`src/rtl/word_mem_pkg.sv`:
```
// -----------------------------------------------------------------------------
// word_mem_pkg
// Shared definitions for the word store blocks: the writer FSM state
// encoding and the default geometry (DEPTH words of WIDTH bits, AW-bit
// addresses and counts). The read-only store uses the same defaults.
// No ports (package).
// -----------------------------------------------------------------------------
package word_mem_pkg;

    localparam int DEF_DEPTH = 10;
    localparam int DEF_WIDTH = 10;
    localparam int DEF_AW    = 4;

    typedef enum logic [1:0] {
        IDLE = 2'd0,
        LOAD = 2'd1,
        DONE = 2'd2
    } state_t;

endpackage

```
`src/rtl/word_mem_array.sv`:
```
// -----------------------------------------------------------------------------
// word_mem_array
// DEPTH x WIDTH word storage with one synchronous write port, one
// combinational read port and an asynchronous clear of every word.
//
// Ports:
//   clk      in   write clock (rising edge)
//   rst      in   async active-high clear of all words
//   wr_en    in   write wr_data to wr_addr on this edge
//   wr_addr  in   write address (must be < DEPTH when wr_en=1)
//   wr_data  in   word to write
//   rd_addr  in   read address
//   rd_data  out  mem[rd_addr] when rd_addr < DEPTH, else 0
// -----------------------------------------------------------------------------
module word_mem_array
    import word_mem_pkg::*;
#(
    parameter int DEPTH = DEF_DEPTH,
    parameter int WIDTH = DEF_WIDTH,
    parameter int AW    = DEF_AW
) (
    input  logic             clk,
    input  logic             rst,
    input  logic             wr_en,
    input  logic [AW-1:0]    wr_addr,
    input  logic [WIDTH-1:0] wr_data,
    input  logic [AW-1:0]    rd_addr,
    output logic [WIDTH-1:0] rd_data
);

    // One extra bit so DEPTH itself is representable for the bound check.
    localparam logic [AW:0] DEPTH_X = (AW+1)'(DEPTH);

    logic [WIDTH-1:0] mem [DEPTH];

    always_ff @(posedge clk or posedge rst) begin
        if (rst) begin
            for (int i = 0; i < DEPTH; i++) begin
                mem[i] <= '0;
            end
        end else if (wr_en) begin
            mem[wr_addr] <= wr_data;
        end
    end

    // Read is asynchronous, so a read of the address being written this
    // cycle returns the old word; the new word appears after the edge.
    always_comb begin
        rd_data = '0;
        if ({1'b0, rd_addr} < DEPTH_X) begin
            rd_data = mem[rd_addr];
        end
    end

endmodule

```
`src/rtl/word_ram_writer.sv`:
```
// -----------------------------------------------------------------------------
// word_ram_writer
// Loads DEPTH words into an internal word_mem_array after a start pulse,
// one word per in_valid && in_ready handshake, and flags done once the
// last address is written. The array can be read back at any time.
//
// Ports:
//   clk       in   single clock, rising edge
//   rst       in   async active-high reset (state, counters, memory)
//   start     in   one-cycle pulse: clear count, (re)begin a load
//   in_valid  in   in_data holds a word to store
//   in_data   in   word to store
//   in_ready  out  registered: high only while loading
//   wr_count  out  words stored since last start (0..DEPTH)
//   done      out  all DEPTH words stored
//   checksum  out  (only with WORD_RAM_WRITER_CHECKSUM_EN) mod-2^WIDTH sum
//                  of words accepted since last start/reset
//   rd_addr   in   readback address
//   rd_data   out  readback word (0 for rd_addr >= DEPTH)
//
// Optional feature macro: WORD_RAM_WRITER_CHECKSUM_EN
// -----------------------------------------------------------------------------
module word_ram_writer
    import word_mem_pkg::*;
#(
    parameter int DEPTH = DEF_DEPTH,
    parameter int WIDTH = DEF_WIDTH,
    parameter int AW    = DEF_AW
) (
    input  logic             clk,
    input  logic             rst,
    input  logic             start,
    input  logic             in_valid,
    input  logic [WIDTH-1:0] in_data,
    output logic             in_ready,
    output logic [AW-1:0]    wr_count,
    output logic             done,
`ifdef WORD_RAM_WRITER_CHECKSUM_EN
    output logic [WIDTH-1:0] checksum,
`endif
    input  logic [AW-1:0]    rd_addr,
    output logic [WIDTH-1:0] rd_data
);

    localparam logic [AW-1:0] LAST = AW'(DEPTH - 1);

    state_t state;
    logic   accept;

    // start wins over a simultaneous handshake: no write on a restart edge.
    assign accept = in_valid && in_ready && !start;

    always_ff @(posedge clk or posedge rst) begin
        if (rst) begin
            state    <= IDLE;
            wr_count <= '0;
            done     <= 1'b0;
            in_ready <= 1'b0;
        end else if (start) begin
            state    <= LOAD;
            wr_count <= '0;
            done     <= 1'b0;
            in_ready <= 1'b1;
        end else begin
            case (state)
                LOAD: begin
                    if (accept) begin
                        wr_count <= wr_count + AW'(1);
                        if (wr_count == LAST) begin
                            state    <= DONE;
                            done     <= 1'b1;
                            in_ready <= 1'b0;
                        end
                    end
                end
                default: begin
                    // IDLE and DONE hold; in_valid is ignored here.
                    state <= state;
                end
            endcase
        end
    end

`ifdef WORD_RAM_WRITER_CHECKSUM_EN
    always_ff @(posedge clk or posedge rst) begin
        if (rst) begin
            checksum <= '0;
        end else if (start) begin
            checksum <= '0;
        end else if (accept) begin
            checksum <= checksum + in_data;
        end
    end
`endif

    word_mem_array #(
        .DEPTH (DEPTH),
        .WIDTH (WIDTH),
        .AW    (AW)
    ) u_mem (
        .clk     (clk),
        .rst     (rst),
        .wr_en   (accept),
        .wr_addr (wr_count),
        .wr_data (in_data),
        .rd_addr (rd_addr),
        .rd_data (rd_data)
    );

endmodule

```
`config.mk`:
```
export PLATFORM = sky130hd
export DESIGN_NAME = word_ram_writer
export DESIGN_NICKNAME = d
export VERILOG_FILES = /design/src/rtl/word_mem_pkg.sv /design/src/rtl/word_mem_array.sv /design/src/rtl/word_ram_writer.sv
export SDC_FILE = /design/constraint.sdc
export NUM_CORES = 1
export LEC_CHECK = 0
export CAP_MARGIN = 20
export CORE_ASPECT_RATIO = 0.75
export CORE_MARGIN = 2
export CORE_UTILIZATION = 30
export CTS_CLUSTER_DIAMETER = 50
export DETAILED_ROUTE_END_ITERATION = 6
export HOLD_SLACK_MARGIN = 0.03
export MAX_ROUTING_LAYER = met4
export PLACE_DENSITY = 0.47
export SLEW_MARGIN = 40
export SYNTH_ARGS = -nofsm -noshare
export SYNTH_HDL_FRONTEND = slang
export SYNTH_SLANG_ARGS = --single-unit
export TNS_END_PERCENT = 30
```
`constraint.sdc`:
```
create_clock -name clk -period 4.3 [get_ports clk]
set_clock_uncertainty 0.2 [all_clocks]
set_input_delay 0.86 -clock clk [delete_from_list [all_inputs] [get_ports clk]]
set_output_delay 0.86 -clock clk [all_outputs]
set_load 0.02 [all_outputs]
```
==> impl_metrics.tcl, run 1 <==
set metrics [dict create \
    run_status "completed" \
    end_kind "output pin" \
    setup_viol_count_final 0 \
    antenna_found_initial 0 \
    cp_num_buf_inv 2 \
    critPathTopFamily "buffers and inverters" \
    r2r_setup_slack_ns 2.01 \
    crit_required_ns 3.24 \
    cp_common_cell "clkdlybuf4s50_1" \
    crit_path_max_incr_delay_ns 0.67 \
    peakVddDrop_v 0.000238 \
    via_per_inst 4.84 \
    via_count 2971 \
    clk_pin_slew_ns 0.06 \
    synth.largest_area_cell "dfrtp_1" \
    use_met3 0.0284 \
    netlist_top_cells_count "dfrtp_1 (106), mux2_1 (59), mux2_2 (59), mux2_4 (20), o22ai_1 (14)" \
    fmax_ghz 0.246 \
    leakage_nw 2.83 \
    synth.lib_cells_used.distinct 37 \
    gr-total-overflow 0 \
    insertion_delay_ns 0.34 \
    worst-setup-path-type "input port to output pin" \
    hold_depth 1 \
    die_x_microns 155 \
    drt_iter0_drc 131 \
    antenna_cells 0 \
    period_share 0.946 \
    cts_tree "built" \
    hold_class "register to register" \
    fillers 1607 \
    power_w 0.00241 \
    worstHoldEndpoint "u_mem.mem[3]" \
    wirelength_microns 12200 \
    ys_seq_elements 106 \
    cts_setup_buffers 0 \
    cp_slowest_cell "clkdlybuf4s50_1" \
    drive_gt1_frac 0.313 \
    min_from "u_mem.mem[3]" \
    crit_chain "clkdlybuf4s50_1 > nand2_1 > o22ai_1 > o31ai_1 > clkdlybuf4s50_1" \
    reg2reg_from "wr_count[0]" \
    synth-async-reset-ratio 1.00 \
    ios 34 \
    relSlewSlack 0.475 \
    rsz0062_at_grt "false" \
    syn_area_sq_um 5160 \
    yosysMostFrequentCell "dfrtp_1" \
    cap_violations 0 \
    synth-warning-count 0 \
    cts_resized 0 \
    dieArea_sq_um 18300 \
    grt.busiest_layer "met1" \
    synth_area_leaders "dfrtp_1 (51%), mux2_1 (13%), mux2_2 (13%)" \
    grt_pass1_wl_microns 19400 \
    grt_use_met2 0.208 \
    grt_max_degree 61 \
    coreArea_sq_um 16800 \
    p_per_area_nw_per_um2 397 \
    gp_congestion 0.745 \
    grt_usage 0.144 \
    timing.setup.tns_ns 0 \
    synth_cells 365 \
    numCtsBuffers 9 \
    hold_viol 0 \
    cts_hold_buf 0 \
    dr.pass1.iters 4 \
    worst-path-max-fanout 9 \
    antenna_left 0 \
    arrival_ns 3.01 \
    syn-num-nets 387 \
    reg2reg_depth 5 \
    clockRootBuffer "clkbuf_16" \
    clock_sinks 106 \
    place_hpwl_microns 8000 \
    rows 41 \
    start_util 0.307 \
    synth.avg_cell_area_sq_um 14.1 \
    htree_levels 3 \
    grt_use_met1 0.210 \
    syn2layout_area_growth_pct 17.6 \
    cp-start-kind "input port" \
    ys_seq_area_frac 0.514 \
    clockBufferDepth 2 \
    yosysTopAreaCellShare 0.514 \
    grt_pass1_vias 3166 \
    r2r_end "u_mem.mem[79]" \
    drc_errors 0 \
    die_y_microns 118 \
    synth_edf_count 0 \
    fin_nets 418 \
    wl_per_cell_microns 19.9 \
    startpoint "rd_addr[2]" \
    io_buffers 33 \
    period_minus_slack_ns 4.07 \
    worst_slew_pin_slew_ns 0.784 \
    slew_viol_final 0 \
    synth-main-ff-cell "dfrtp_1" \
]
[worst max path at each step]
stage,to,slack [ns],cells past startpoint
6_report,rd_data[0],0.23,5
5_1_grt,rd_data[3],0.12,6
3_5_place_dp,rd_data[9],0.22,6
4_1_cts,rd_data[0],0.20,5
3_3_place_gp,rd_data[2],0.22,5
2_1_floorplan,done,0.45,1
[cell usage in the layout (no fill, tap or decap), types with 2 or more instances in the layout]
cell | netlist | final
dfrtp_1 | 106 | 106
mux2_1 | 59 | 59
mux2_2 | 59 | 59
clkdlybuf4s50_1 | 0 | 32
mux2_4 | 20 | 20
o22ai_1 | 14 | 14
nand2_1 | 12 | 12
buf_4 | 3 | 11
o31ai_1 | 9 | 9
clkbuf_16 | 0 | 9
nor2_1 | 8 | 8
mux4_2 | 5 | 5
mux2i_1 | 5 | 5
nor3b_2 | 2 | 4
nand3b_1 | 4 | 4
nand2b_1 | 5 | 4
ha_1 | 4 | 4
buf_12 | 1 | 4
nand4b_1 | 3 | 3
inv_1 | 4 | 3
nor2_4 | 2 | 2
o21ai_0 | 2 | 2
clkbuf_8 | 0 | 2
[metrics by stage]
step	hold slack (ns)	std cells	cell area (sq um)	util	setup slack (ns)
2_1_floorplan	0.252	365	5160	-	0.451
3_3_place_gp	0.262	599	5760	0.342	0.223
3_5_place_dp	0.268	600	5770	0.343	0.216
4_1_cts	0.286	614	6070	0.361	0.197
5_1_grt	0.298	614	6070	0.361	0.116
6_report	0.282	614	6070	0.361	0.232
[per-layer routing]
layer  part of all wire  wire length [microns]
met4             0.0080                     98
met1               0.52                   6320
met3              0.031                    372
met2               0.44                   5410
met5                  0                      0
[kinds of logic after synthesis]
group                      synth area share
AOI/OAI and AO/OA                    0.0361
xor gates and xnor gates            0.00340
adders and majority gates           0.00970
muxes                                 0.347
buffers and inverters                0.0357
DFF                                   0.514
and+or+nand+nor                      0.0536
[layout make-up]
cell class / instances / area [sq um] / share of cell area
clock buffer: 12 / 256 / 0.0423
clock inverter: 2 / 37.5 / 0.00619
inverter: 4 / 17.5 / 0.00289
multi-input combinational: 226 / 2330 / 0.385
sequential: 106 / 2650 / 0.437
tap: 215 / 269 / 0.0443
timing repair buffer: 49 / 499 / 0.0823
[report_power, final]
part	total (W)	switching [W]	internal [W]
clock network	0.000835	0.000358	0.000478
logic	0.000380	0.000163	0.000217
registers	0.00119	0.0000649	0.00113
total	0.00241	0.000585	0.00182
[registers in the layout, summed over array words and instances (netlist names)]
| signal | flops |
|---|---|
| u_mem.mem | 100 |
| wr_count | 4 |
| done | 1 |
| state | 1 |
Note: power is estimated with default switching activity, not from simulation.
==> run 2: changes to the inputs <==
--- a/config.mk
+++ b/config.mk
@@ -11,6 +11,7 @@
 export CORE_UTILIZATION = 30
 export CTS_CLUSTER_DIAMETER = 50
 export DETAILED_ROUTE_END_ITERATION = 6
+export GPL_ROUTABILITY_DRIVEN = 0
 export HOLD_SLACK_MARGIN = 0.03
 export MAX_ROUTING_LAYER = met4
 export PLACE_DENSITY = 0.47
==> constraint.sdc (replaced) <==
create_clock -name clk -period 4.3 [get_ports clk]
set_clock_uncertainty 0.2 [all_clocks]
set_input_delay 1.29 -clock clk [delete_from_list [all_inputs] [get_ports clk]]
set_output_delay 1.29 -clock clk [all_outputs]
set_load 0.02 [all_outputs]
==> impl_metrics.tcl, run 2 (synthesis gave the netlist of run 1 again) <==
set metrics [dict create \
    rsz0062_at_grt "false" \
    r2r_end "u_mem.mem[19]" \
    hold_class "register to register" \
    via_count 3065 \
    die_y_microns 118 \
    setup_viol_count_final 0 \
    syn2layout_area_growth_pct 20.6 \
    drt_iter0_drc 119 \
    place_hpwl_microns 8110 \
    r2r_setup_slack_ns 2.04 \
    final_common_cell "dfrtp_1" \
    cp-start-kind "input port" \
    clock_sinks 106 \
    worst-path-max-fanout 6 \
    cp_num_buf_inv 4 \
    clk_pin_slew_ns 0.06 \
    antenna_cells 0 \
    min_from "u_mem.mem[3]" \
    fmax_ghz 0.236 \
    via_per_inst 4.87 \
    run_status "completed" \
    worst_slew_pin_slew_ns 0.705 \
    largest_register_ffs 100 \
    layout_common_cells "dfrtp_1 (106), mux2_1 (59), mux2_2 (59), buf_4 (25), clkdlybuf4s50_1 (21)" \
    ios 34 \
    reg.largest.list "u_mem.mem (100), wr_count (4)" \
    arrival_ns 2.74 \
    hold_viol 0 \
    grt_usage 0.144 \
    hold_depth 1 \
    cts_tree "built" \
    cap_violations 0 \
    final_util 0.370 \
    worstHoldEndpoint "u_mem.mem[3]" \
    grt_pass1_vias 3275 \
    end_kind "output pin" \
    dieArea_sq_um 18300 \
    gr-total-overflow 0 \
    slew_viol_final 0 \
    peakVddDrop_v 0.000180 \
    relSlewSlack 0.530 \
    crit_required_ns 2.81 \
    antenna_found_initial 0 \
    critPathTopFamily "buffers and inverters" \
    fin_nets 431 \
    insertion_delay_ns 0.34 \
    p_per_area_nw_per_um2 386 \
    cp_slowest_cell "clkdlybuf4s50_1" \
    largest_register "u_mem.mem" \
    reg2reg_depth 4 \
    clockBufferDepth 2 \
    coreArea_sq_um 16800 \
    grt_max_degree 55 \
    leakage_nw 2.95 \
    die_x_microns 155 \
    wl_per_cell_microns 19.1 \
    start_util 0.307 \
    antenna_left 0 \
    clockRootBuffer "clkbuf_16" \
    crit_path_max_incr_delay_ns 0.49 \
    worst-setup-path-type "input port to output pin" \
    fillers 1634 \
    period_minus_slack_ns 4.23 \
    htree_levels 3 \
    numCtsBuffers 9 \
    period_share 0.984 \
    reg2reg_from "wr_count[2]" \
    grt_pass1_wl_microns 19400 \
    dr.pass1.iters 4 \
    rows 41 \
    io_buffers 33 \
    power_w 0.00240 \
    drc_errors 0 \
    wirelength_microns 12000 \
    drive_gt1_frac 0.396 \
    crit_chain "clkdlybuf4s50_1 > buf_4 > nor3b_4 > buf_6 > nand2_1 > o31ai_2 > buf_2" \
]
==> run 2: changes by cell type in the layout (fill, tap and decap cells not counted), sizes merged <==
cell and change:
buf +23, bufinv -1, clkbuf -1, clkdlybuf4s50 -11, clkinv +1, dlygate4sd2 +1, inv +3
==> run 2: layout make-up <==
cell class / count / area [sq um] / area share
Timing Repair Buffer: 62 / 578 / 0.0929
Inverter: 4 / 17.5 / 0.00282
Sequential cell: 106 / 2650 / 0.426
Clock inverter: 5 / 42.5 / 0.00684
Clock buffer: 11 / 253 / 0.0406
Multi-Input combinational cell: 226 / 2410 / 0.387
Tap cell: 215 / 269 / 0.0433
==> run 2: worst max path at each step <==
stage / start / to / slack [ns] / depth (start not counted)
finish: rd_addr[2] / rd_data[8] / 0.07 / 7
global route: rd_addr[2] / rd_data[7] / 0.009 / 7
CTS: rd_addr[2] / rd_data[2] / 0.004 / 7
detailed placement: rd_addr[1] / rd_data[1] / -0.55 / 7
global placement: rd_addr[1] / rd_data[9] / -0.55 / 7
floorplan: rst / done / 0.02 / 1
==> run 2: stage by stage <==
step	cell area (sq um)	hold WS (ns)	TNS [ns]	std cells	worst slack, ns
after floorplan	5160	0.252	0	365	0.0211
after global placement	5890	0.261	-5.02	613	-0.546
after detailed placement	5890	0.271	-5.03	613	-0.551
after CTS	6210	0.287	0	629	0.00448
after global routing	6220	0.301	0	629	0.00906
final	6220	0.280	0	629	0.0688
==> run 2: timing repair <==
action	CTS	global route
buffers inserted	0	0
hold buffers	0	0
endpoints found under the setup margin	10	7
gates cloned	0	0
gates resized for setup	64	5
==> run 2: report_power, final <==
group,switching [W],internal (W),leakage (nW),total [W]
clock network,0.000382,0.000432,0.143,0.000814
logic,0.000171,0.000224,1.40,0.000395
registers,0.0000680,0.00113,1.41,0.00119
total,0.000621,0.00178,2.95,0.00240
==> run 2: routing by layer <==
layer | track usage | share of wire | up-vias
met2 | 0.200 | 0.44 | 49
met3 | 0.0306 | 0.040 | 14
met1 | 0.213 | 0.50 | 1597
met5 | - | 0 | -
li1 | - | - | 1405
met4 | 0.0373 | 0.014 | 0
